===== config.mk =====
export PLATFORM = sky130hd
export DESIGN_NAME = sram_arb_ctl
export DESIGN_NICKNAME = d
export VERILOG_FILES = /design/src/rtl/sram_arb_ctl_pkg.sv /design/src/rtl/sram_arb_ctl.sv
export SDC_FILE = /design/constraint.sdc
export NUM_CORES = 1
export LEC_CHECK = 0
export CELL_PAD_IN_SITES_DETAIL_PLACEMENT = 2
export CELL_PAD_IN_SITES_GLOBAL_PLACEMENT = 2
export CORE_ASPECT_RATIO = 1.1
export CORE_MARGIN = 2
export CORE_UTILIZATION = 24
export DETAILED_ROUTE_END_ITERATION = 8
export GPL_TIMING_DRIVEN = 0
export MAX_ROUTING_LAYER = met4
export PLACE_DENSITY_LB_ADDON = 0.1
export SLEW_MARGIN = 0
export SYNTH_ARGS = -nofsm -noshare
export SYNTH_HDL_FRONTEND = slang
export SYNTH_SLANG_ARGS = --single-unit

===== constraint.sdc =====
create_clock -name clk -period 4.64 [get_ports clk]
set_input_delay 0.928 -clock clk [delete_from_list [all_inputs] [get_ports clk]]
set_output_delay 0.928 -clock clk [all_outputs]
set_load 0.005 [all_outputs]

===== src/rtl/sram_arb_ctl_pkg.sv =====
// sram_arb_ctl_pkg: shared constants, state encoding and lane mapping
// for the two-chip asynchronous SRAM arbiter.
package sram_arb_ctl_pkg;

    localparam int SRAM_AW   = 18;
    localparam int SRAM_DW   = 32;
    localparam int LANE_W    = 16;

    // Chip 1 carries word bits 15:0, chip 2 carries bits 31:16.
    localparam int CHIP1_LSB = 0;
    localparam int CHIP2_LSB = 16;

    typedef enum logic [2:0] {
        ST_IDLE     = 3'd0,
        ST_RD       = 3'd1,
        ST_RD_DONE  = 3'd2,
        ST_WR_SETUP = 3'd3,
        ST_WR_PULSE = 3'd4,
        ST_WR_HOLD  = 3'd5
    } state_e;

    typedef enum logic {
        OWN_CPU = 1'b0,
        OWN_VID = 1'b1
    } owner_e;

    // Per-chip select and byte-lane strobes, all active low.
    typedef struct packed {
        logic ce_n;
        logic ub_n;
        logic lb_n;
    } chip_sel_t;

    localparam chip_sel_t CHIP_OFF = '{ce_n: 1'b1, ub_n: 1'b1, lb_n: 1'b1};
    localparam chip_sel_t CHIP_ALL = '{ce_n: 1'b0, ub_n: 1'b0, lb_n: 1'b0};

endpackage


===== src/rtl/sram_arb_ctl.sv =====
// sram_arb_ctl: CPU/video arbiter and strobe sequencer for the shared SRAM pair.
// Optional build macro SRAM_BYTE_MASK_EN applies cpu_be as byte-lane masks on writes.
module sram_arb_ctl
    import sram_arb_ctl_pkg::*;
#(
    parameter int ACCESS_CYCLES  = 2,
    parameter int VID_MAX_STREAK = 4
) (
    input  logic               clk,
    input  logic               reset,
    input  logic               cpu_req,
    input  logic               cpu_wr,
    input  logic [SRAM_AW-1:0] cpu_addr,
    input  logic [SRAM_DW-1:0] cpu_wdata,
    input  logic [3:0]         cpu_be,
    output logic               cpu_ack,
    output logic [SRAM_DW-1:0] cpu_rdata,
    input  logic               vid_req,
    input  logic [SRAM_AW-1:0] vid_addr,
    output logic               vid_ack,
    output logic [SRAM_DW-1:0] vid_rdata,
    output logic [SRAM_AW-1:0] sram_a,
    output logic               sram_oe_n,
    output logic               sram_we_n,
    output logic               sram_drive,
    output logic [LANE_W-1:0]  sram1_out,
    input  logic [LANE_W-1:0]  sram1_in,
    output logic               sram1_ce_n,
    output logic               sram1_ub_n,
    output logic               sram1_lb_n,
    output logic [LANE_W-1:0]  sram2_out,
    input  logic [LANE_W-1:0]  sram2_in,
    output logic               sram2_ce_n,
    output logic               sram2_ub_n,
    output logic               sram2_lb_n
);

    localparam int CNT_W = (ACCESS_CYCLES > 1) ? $clog2(ACCESS_CYCLES) : 1;
    localparam int STK_W = (VID_MAX_STREAK > 0) ? $clog2(VID_MAX_STREAK + 1) : 1;

    localparam logic [CNT_W-1:0] CNT_LOAD = CNT_W'(ACCESS_CYCLES - 1);
    localparam logic [STK_W-1:0] STK_MAX  = STK_W'(VID_MAX_STREAK);

    state_e             state_q, state_d;
    owner_e             owner_q, owner_d;
    logic [CNT_W-1:0]   cnt_q, cnt_d;
    logic [STK_W-1:0]   streak_q, streak_d;
    logic [SRAM_AW-1:0] a_q, a_d;
    logic [SRAM_DW-1:0] out_q, out_d;
    logic               oe_n_q, oe_n_d;
    logic               we_n_q, we_n_d;
    logic               drive_q, drive_d;
    chip_sel_t          c1_q, c1_d;
    chip_sel_t          c2_q, c2_d;
    logic               cpu_ack_q, cpu_ack_d;
    logic               vid_ack_q, vid_ack_d;
    logic [SRAM_DW-1:0] cpu_rdata_q, cpu_rdata_d;
    logic [SRAM_DW-1:0] vid_rdata_q, vid_rdata_d;

    chip_sel_t          wr_c1;
    chip_sel_t          wr_c2;
    logic [SRAM_DW-1:0] rd_word;
    logic               vid_win;

    assign rd_word = {sram2_in, sram1_in};

    // Video wins unless the CPU has waited out a full streak of video grants.
    assign vid_win = vid_req && !(cpu_req && (streak_q == STK_MAX));

    // Chip selects and byte lanes held for the whole of a CPU write.
    always_comb begin
`ifdef SRAM_BYTE_MASK_EN
        wr_c1 = '{ce_n: !(cpu_be[0] || cpu_be[1]),
                  ub_n: !cpu_be[1],
                  lb_n: !cpu_be[0]};
        wr_c2 = '{ce_n: !(cpu_be[2] || cpu_be[3]),
                  ub_n: !cpu_be[3],
                  lb_n: !cpu_be[2]};
`else
        wr_c1 = CHIP_ALL;
        wr_c2 = CHIP_ALL;
`endif
    end

`ifndef SRAM_BYTE_MASK_EN
    logic unused_be;
    assign unused_be = ^cpu_be;
`endif

    // Arbitration, access sequencing and next value of every registered output.
    always_comb begin
        state_d     = state_q;
        owner_d     = owner_q;
        cnt_d       = cnt_q;
        streak_d    = streak_q;
        a_d         = a_q;
        out_d       = out_q;
        oe_n_d      = oe_n_q;
        we_n_d      = we_n_q;
        drive_d     = drive_q;
        c1_d        = c1_q;
        c2_d        = c2_q;
        cpu_ack_d   = 1'b0;
        vid_ack_d   = 1'b0;
        cpu_rdata_d = cpu_rdata_q;
        vid_rdata_d = vid_rdata_q;

        unique case (state_q)
            ST_IDLE: begin
                if (!cpu_req) begin
                    streak_d = '0;
                end
                if (vid_win) begin
                    if (cpu_req && (streak_q != STK_MAX)) begin
                        streak_d = streak_q + 1'b1;
                    end
                    state_d = ST_RD;
                    owner_d = OWN_VID;
                    a_d     = vid_addr;
                    cnt_d   = CNT_LOAD;
                    oe_n_d  = 1'b0;
                    we_n_d  = 1'b1;
                    drive_d = 1'b0;
                    c1_d    = CHIP_ALL;
                    c2_d    = CHIP_ALL;
                end else if (cpu_req) begin
                    streak_d = '0;
                    owner_d  = OWN_CPU;
                    a_d      = cpu_addr;
                    cnt_d    = CNT_LOAD;
                    we_n_d   = 1'b1;
                    if (cpu_wr) begin
                        state_d = ST_WR_SETUP;
                        out_d   = cpu_wdata;
                        drive_d = 1'b1;
                        oe_n_d  = 1'b1;
                        c1_d    = wr_c1;
                        c2_d    = wr_c2;
                    end else begin
                        state_d = ST_RD;
                        drive_d = 1'b0;
                        oe_n_d  = 1'b0;
                        c1_d    = CHIP_ALL;
                        c2_d    = CHIP_ALL;
                    end
                end
            end

            ST_RD: begin
                if (cnt_q == '0) begin
                    state_d = ST_RD_DONE;
                    oe_n_d  = 1'b1;
                    c1_d    = CHIP_OFF;
                    c2_d    = CHIP_OFF;
                    if (owner_q == OWN_CPU) begin
                        cpu_rdata_d = rd_word;
                        cpu_ack_d   = 1'b1;
                    end else begin
                        vid_rdata_d = rd_word;
                        vid_ack_d   = 1'b1;
                    end
                end else begin
                    cnt_d = cnt_q - 1'b1;
                end
            end

            ST_RD_DONE: begin
                state_d = ST_IDLE;
            end

            ST_WR_SETUP: begin
                state_d = ST_WR_PULSE;
                we_n_d  = 1'b0;
            end

            ST_WR_PULSE: begin
                if (cnt_q == '0) begin
                    state_d   = ST_WR_HOLD;
                    we_n_d    = 1'b1;
                    cpu_ack_d = 1'b1;
                end else begin
                    cnt_d = cnt_q - 1'b1;
                end
            end

            ST_WR_HOLD: begin
                state_d = ST_IDLE;
                drive_d = 1'b0;
                c1_d    = CHIP_OFF;
                c2_d    = CHIP_OFF;
            end

            default: begin
                state_d = ST_IDLE;
                oe_n_d  = 1'b1;
                we_n_d  = 1'b1;
                drive_d = 1'b0;
                c1_d    = CHIP_OFF;
                c2_d    = CHIP_OFF;
            end
        endcase
    end

    // State machine and registered SRAM/requester outputs with synchronous reset.
    always_ff @(posedge clk) begin
        if (reset) begin
            state_q     <= ST_IDLE;
            owner_q     <= OWN_CPU;
            cnt_q       <= '0;
            streak_q    <= '0;
            a_q         <= '0;
            out_q       <= '0;
            oe_n_q      <= 1'b1;
            we_n_q      <= 1'b1;
            drive_q     <= 1'b0;
            c1_q        <= CHIP_OFF;
            c2_q        <= CHIP_OFF;
            cpu_ack_q   <= 1'b0;
            vid_ack_q   <= 1'b0;
            cpu_rdata_q <= '0;
            vid_rdata_q <= '0;
        end else begin
            state_q     <= state_d;
            owner_q     <= owner_d;
            cnt_q       <= cnt_d;
            streak_q    <= streak_d;
            a_q         <= a_d;
            out_q       <= out_d;
            oe_n_q      <= oe_n_d;
            we_n_q      <= we_n_d;
            drive_q     <= drive_d;
            c1_q        <= c1_d;
            c2_q        <= c2_d;
            cpu_ack_q   <= cpu_ack_d;
            vid_ack_q   <= vid_ack_d;
            cpu_rdata_q <= cpu_rdata_d;
            vid_rdata_q <= vid_rdata_d;
        end
    end

    assign cpu_ack    = cpu_ack_q;
    assign vid_ack    = vid_ack_q;
    assign cpu_rdata  = cpu_rdata_q;
    assign vid_rdata  = vid_rdata_q;
    assign sram_a     = a_q;
    assign sram_oe_n  = oe_n_q;
    assign sram_we_n  = we_n_q;
    assign sram_drive = drive_q;
    assign sram1_out  = out_q[CHIP1_LSB +: LANE_W];
    assign sram2_out  = out_q[CHIP2_LSB +: LANE_W];
    assign sram1_ce_n = c1_q.ce_n;
    assign sram1_ub_n = c1_q.ub_n;
    assign sram1_lb_n = c1_q.lb_n;
    assign sram2_ce_n = c2_q.ce_n;
    assign sram2_ub_n = c2_q.ub_n;
    assign sram2_lb_n = c2_q.lb_n;

endmodule


# Word level (Yosys, flattened, before mapping)

Index checks and enable logic that the tools add are counted.

Input port bits: 109
Bits in writable memories: 0
Word-level logic and storage cells: 93
Register bits after elaboration: 130
Bits in latches: 0
Memories: 0
Output and inout bits: 125
Memory bits (read-only): 0

Divide/modulo/power cells: 0
Multiplexer cells: 34
Eq/ne operators: 10
Bitwise gates (word level): 8
Reduce and logical (&&, ||, !) cells: 23
Shift operators: 0
Add/subtract/negate cells: 2
Magnitude comparators: 0
Multipliers: 0

Operators with widths:

| cell                                                | count |
|---|---|
| two-way mux 18 bit                                  | 2 |
| two-way mux 3 bit                                   | 11 |
| AND reduction 3 bit                                 | 6 |
| two-way mux 1 bit                                   | 13 |
| one-hot mux 3 bit (4 select lines)                  | 1 |
| equality test 3 bit, second input constant          | 3 |
| one-hot mux 3 bit (3 select lines)                  | 1 |
| OR reduction 3 bit                                  | 3 |
| inverter 1 bit                                      | 8 |
| OR reduction 4 bit                                  | 2 |
| equality test 3 x 2 -> 1 bit, second input constant | 2 |
| inequality test 3 bit, second input constant        | 2 |
| one-hot mux 1 bit (2 select lines)                  | 3 |
| AND reduction 2 bit                                 | 3 |
| inequality test 2 bit, second input constant        | 2 |
| one-hot mux 1 bit (4 select lines)                  | 1 |
| AND reduction 4 bit                                 | 1 |
| nonzero test 2 bit                                  | 2 |
| adder 3 x 1 -> 3 bit, second input constant         | 1 |
| equality test 3 x 1 -> 1 bit, second input constant | 1 |
| logical AND 1 bit                                   | 3 |
| logical NOT 3 bit                                   | 1 |
| one-hot mux 1 bit (3 select lines)                  | 1 |
| two-way mux 2 bit                                   | 1 |
| other kinds (3)                                     | 3 |

# Longest topological paths before layout

Depth after elaboration: 6
Depth in mapped cells: 8

# Least setup slack after synthesis

No wires, ideal clock.

Path type: input to register
Start point: input port vid_req
End point: register drive_q (netlist: sram_drive)
Required time: 4.512 ns
Setup slack: 2.455 ns
Setup time: 0.128 ns
Buffers on the path: 3
Stages on the path: 7
Arrival: 2.057 ns
Cell sequence: clkbuf_1 -> nor2_1 -> or2_2 -> clkbuf_1 -> buf_2 -> a31oi_1 -> nor2_1

Cells in the longest elaborated chain, start to end: 3
Elaborated cells between the ends (all ways): 5

RTL lines:

| element                                                                   | RTL line            | source |
|---|---|---|
| from (decl)                                                               | sram_arb_ctl.sv:18  | `input logic vid_req,` |
| logical AND 1 bit *                                                       | sram_arb_ctl.sv:68  | `assign vid_win = vid_req && !(cpu_req && (streak_q == STK_MAX));` |
| two-way mux 1 bit or inequality test 3 bit (tied branches)                | n/a                 |  |
| one-hot mux 1 bit (2 select lines) or AND reduction 2 bit (tied branches) | n/a                 |  |
| to (signal assigned)                                                      | sram_arb_ctl.sv:231 | `drive_q <= drive_d;` |
| to (decl)                                                                 | sram_arb_ctl.sv:52  | `logic drive_q, drive_d;` |

Mark *: on every way between the ends. The rest lies on a longest branch, timed or not.
A chain may end at the register's enable or synchronous reset.

# Worst setup path in the final report

Start point: input port cpu_req
End point: register a_q[3] (netlist: sram_a[3])

Cells in the longest elaborated chain, start to end: 5
Elaborated cells between the ends (all ways): 6

RTL lines:

| element                              | RTL line            | source |
|---|---|---|
| from (decl)                          | sram_arb_ctl.sv:11  | `input logic cpu_req,` |
| logical AND 1 bit                    | sram_arb_ctl.sv:68  |  |
| logical NOT 1 bit                    | sram_arb_ctl.sv:68  |  |
| logical AND 1 bit                    | sram_arb_ctl.sv:68  |  |
| nonzero test 2 bit (no source line)  | n/a                 |  |
| AND reduction 2 bit (no source line) | n/a                 |  |
| to (signal assigned)                 | sram_arb_ctl.sv:211 | `a_q <= '0;` |
| to (signal assigned)                 | sram_arb_ctl.sv:227 | `a_q <= a_d;` |
| to (decl)                            | sram_arb_ctl.sv:48  | `logic [SRAM_AW-1:0] a_q, a_d;` |

Several ways; a longest one is shown, not always the timed one.

==> results.md <==
* Worst-Margin Slew at 1004 ps
* Largest area contributor in the netlist: dfxtp_1
* FF-to-FF setup slack at 2290 ps
* TNS Setup at 0 ps
* DP Wirelength at 14110 um
* Clock share of power at 0.442
* Core Box Area at 19800 um^2
* Max Fclk at 384.3 MHz
* Share of layout cells above drive strength 1 at 0.06355
* WL met2 at 9653 um
* Synth area leaders: dfxtp_1 53%, nand2_1 12%, a21oi_1 9.2%
* RSZ-0062 raised after global routing: false
* Syn_area_per_cell at 8.398 um^2
* Overflow after GRT at 0
* Drt wl/cell at 17.14 um
* Die W at 139.5 um
* GP Congestion at 0.7140
* Area Overhead vs Synth at 66.56%
* Relative slew slack at 0.3243
* Final instance area at 8071 um^2
* Finished Layout Cells at 1086
* Pwr dens at 408.4 nW/um^2
* Global-route wire length before repair at 30090 um
* Antenna violations before repair at 0
* Share of the synthesized area in the top cell type at 0.5288
* M1 wire length at 7802 um
* Starting density of the core at 0.2448
* Hold Buf Count CTS at 0
* Worst-path fanout max at 10
* Num rows at 54
* Clock Tree Buf Depth at 2
* Slew Limit Fails at 0
* # diodes at 0
* Cell Area, Synth at 4846 um^2
* Top layer in use: met4
* Clk_lat worst skew at 420 ps
* Initial DRC count at 109
* Power share of the sequential group at 0.372
* H-tree depth at 4
* Clock slew at reported path FFs at 50 ps
* CP startpoint kind: primary input
* Cells after synthesis at 577
* GRT Util Overall at 0.1837
* # Post-CTS Setup Buffers at 0
* Synth cell types at 33
* Crit share post-route at 0.5608
* Die Span Y at 153.0 um
* Buffers on Ports at 227
* Largest net degree at the start of global routing at 17
* WP data required at 4950 ps
* Clock sinks at 128
* Flops & latches, synth at 128
* Fin crit period at 2602 ps
* ANT nets after route at 0
* Final Power at 3296 uW
* Net switching power at 837.9 uW
* Vias in the first global route at 5603
* Switch share at 0.2542
* Total wire length at 18620 um
* CP Capture Type: flop
* Dpl cell area at 7433 um^2
* IO Count at 234
* Final #Nets at 934
* Final Hold Violating Endpoints at 0
* Via count at 4938
* TritonCTS Buffers at 17
* WS Path Type: primary input to flop
* Final Skew at 15.23 ps
* Gate power share at 0.185
* Vias per cell at 4.547
* Internal Pwr Total at 2458 uW
* HP Class: flop to flop
* Seq/Total Area, Yosys at 0.5288
* Cts repair resizes at 0
* Syn nets at 688
* Max-capacitance violation count at 0
* Root Buffer: clkbuf_16
* Synth Warn # at 0
* Pre-Repair DR Iteration Count at 4
* DR WL met3 at 945 um
* DRC viols at 0
* Status: complete, no violations
* Die footprint at 21350 um^2
* Leak at 0.002862 uW
* CP Data Arrival Time at 2920 ps
* Placed instance count at 1056
* Setup-failing EPs final at 0
* VDD IR max at 245.1 uV
* CTS tree: done
cell usage in the layout (no fill, tap or decap), types with 2 or more instances in the layout:
master / Yosys / layout
clkinv_4: 0 / 5
dfxtp_1: 128 / 128
buf_4: 6 / 6
nor4_1: 3 / 3
bufinv_16: 0 / 5
nor3_1: 4 / 4
a211oi_1: 21 / 21
nand3_1: 2 / 2
inv_1: 3 / 3
mux2i_1: 34 / 34
clkdlybuf4s50_1: 0 / 227
ha_1: 2 / 2
nand2_1: 153 / 153
nor2_1: 64 / 64
a21oi_1: 89 / 89
nand2b_1: 2 / 2
o21ai_0: 5 / 5
buf_2: 7 / 7
clkinv_2: 0 / 2
clkbuf_1: 33 / 33
buf_6: 5 / 5
clkbuf_16: 0 / 17
worst max-delay path: stages:
cell	delay, ps
clkdlybuf4s50_1	590
nand3_1	220
nand2_1	380
clkbuf_1	440
nand2_1	120
a211oi_1	240
per-stage QoR:
step | setup WS [ps] | hold WS [ps] | util
2_1_floorplan | 2455 | 452.7 | -
3_3_place_gp | 1695 | 443.5 | 0.3755
3_5_place_dp | 1576 | 453.2 | 0.3755
4_1_cts | 1982 | 461.4 | 0.4077
5_1_grt | 1827 | 484.4 | 0.4077
6_report | 2038 | 457.1 | 0.4077
synth_stat cells:
library cell / number
nand3_1: 2
a31oi_1: 1
and2_1: 1
a2111oi_0: 1
a21oi_1: 89
o22a_1: 1
mux2i_1: 34
o21ai_0: 5
o21bai_1: 1
a22oi_1: 1
buf_6: 5
o41a_1: 1
a21o_1: 1
ha_1: 2
nand2b_1: 2
buf_4: 6
or4b_2: 1
nor2_1: 64
nor4b_2: 1
or3_1: 1
clkbuf_1: 33
or2_2: 1
a211oi_1: 21
nand2_1: 153
a211oi_4: 1
nand3b_1: 1
buf_2: 7
nor4_1: 3
dfxtp_1: 128
or4_1: 1
nor2_2: 1
nor3_1: 4
inv_1: 3
logic make-up (layout without fill, tap and decap cells):
family          Yosys count  count (layout)  share of synthesized area
simple gates            236             236                     0.1942
flops                   128             128                     0.5288
compound gates          123             123                     0.1456
buf+inv                  54             311                    0.05603
mux                      34              34                    0.07023
fa+ha+maj                 2               2                   0.005163
power groups by stage:
stage          sequential, uW  clock (uW)  combinational (uW)
3_3_place_gp             1250           0                 599
6_report                 1230        1460                 610
2_1_floorplan            1250           0                 258
4_1_cts                  1230        1510                 626
3_5_place_dp             1250           0                 619
5_1_grt                  1240        1550                 676
layout make-up:
class / instances / area, um^2
Timing Repair Buffer: 227 / 2272
Clock inverter: 13 / 212.7
Inverter: 3 / 11.26
Clock buffer: 17 / 425.4
Multi-Input combinational cell: 395 / 2012
Tap cell: 252 / 315.3
Buffer: 51 / 260.3
Fill cell: 2178 / 11730
Sequential cell: 128 / 2562
path summary, 6_finish.rpt:
kind                         startpoint                          to  depth (start not counted)
max                             cpu_req      sram_a[3]$_SDFFE_PP0P_                          6
min          cpu_rdata[31]$_SDFFE_PP0P_  cpu_rdata[31]$_SDFFE_PP0P_                          2
max reg2reg          cnt_q$_SDFFE_PP0P_  cpu_rdata[19]$_SDFFE_PP0P_                          6
min reg2reg  cpu_rdata[31]$_SDFFE_PP0P_  cpu_rdata[31]$_SDFFE_PP0P_                          2
state kept, by name, indices dropped and copies added, names as in the netlist:
name	count
cnt_q	1
sram_oe_n	1
owner_q	1
cpu_ack	1
streak_q	3
sram_we_n	1
cpu_rdata	32
sram_drive	1
out_q	32
vid_rdata	32
vid_ack	1
sram_a	18
state_q	3
sram2_ce_n	1
routing by layer:
| metal | vias up | GRT usage |
|---|---|---|
| met4 | 0 | 0.05195 |
| met3 | 17 | 0.04323 |
| met2 | 133 | 0.3217 |
| li1 | 2402 | - |
| met5 | - | - |
| met1 | 2386 | 0.2092 |
Power figures use the tool's default switching activity.
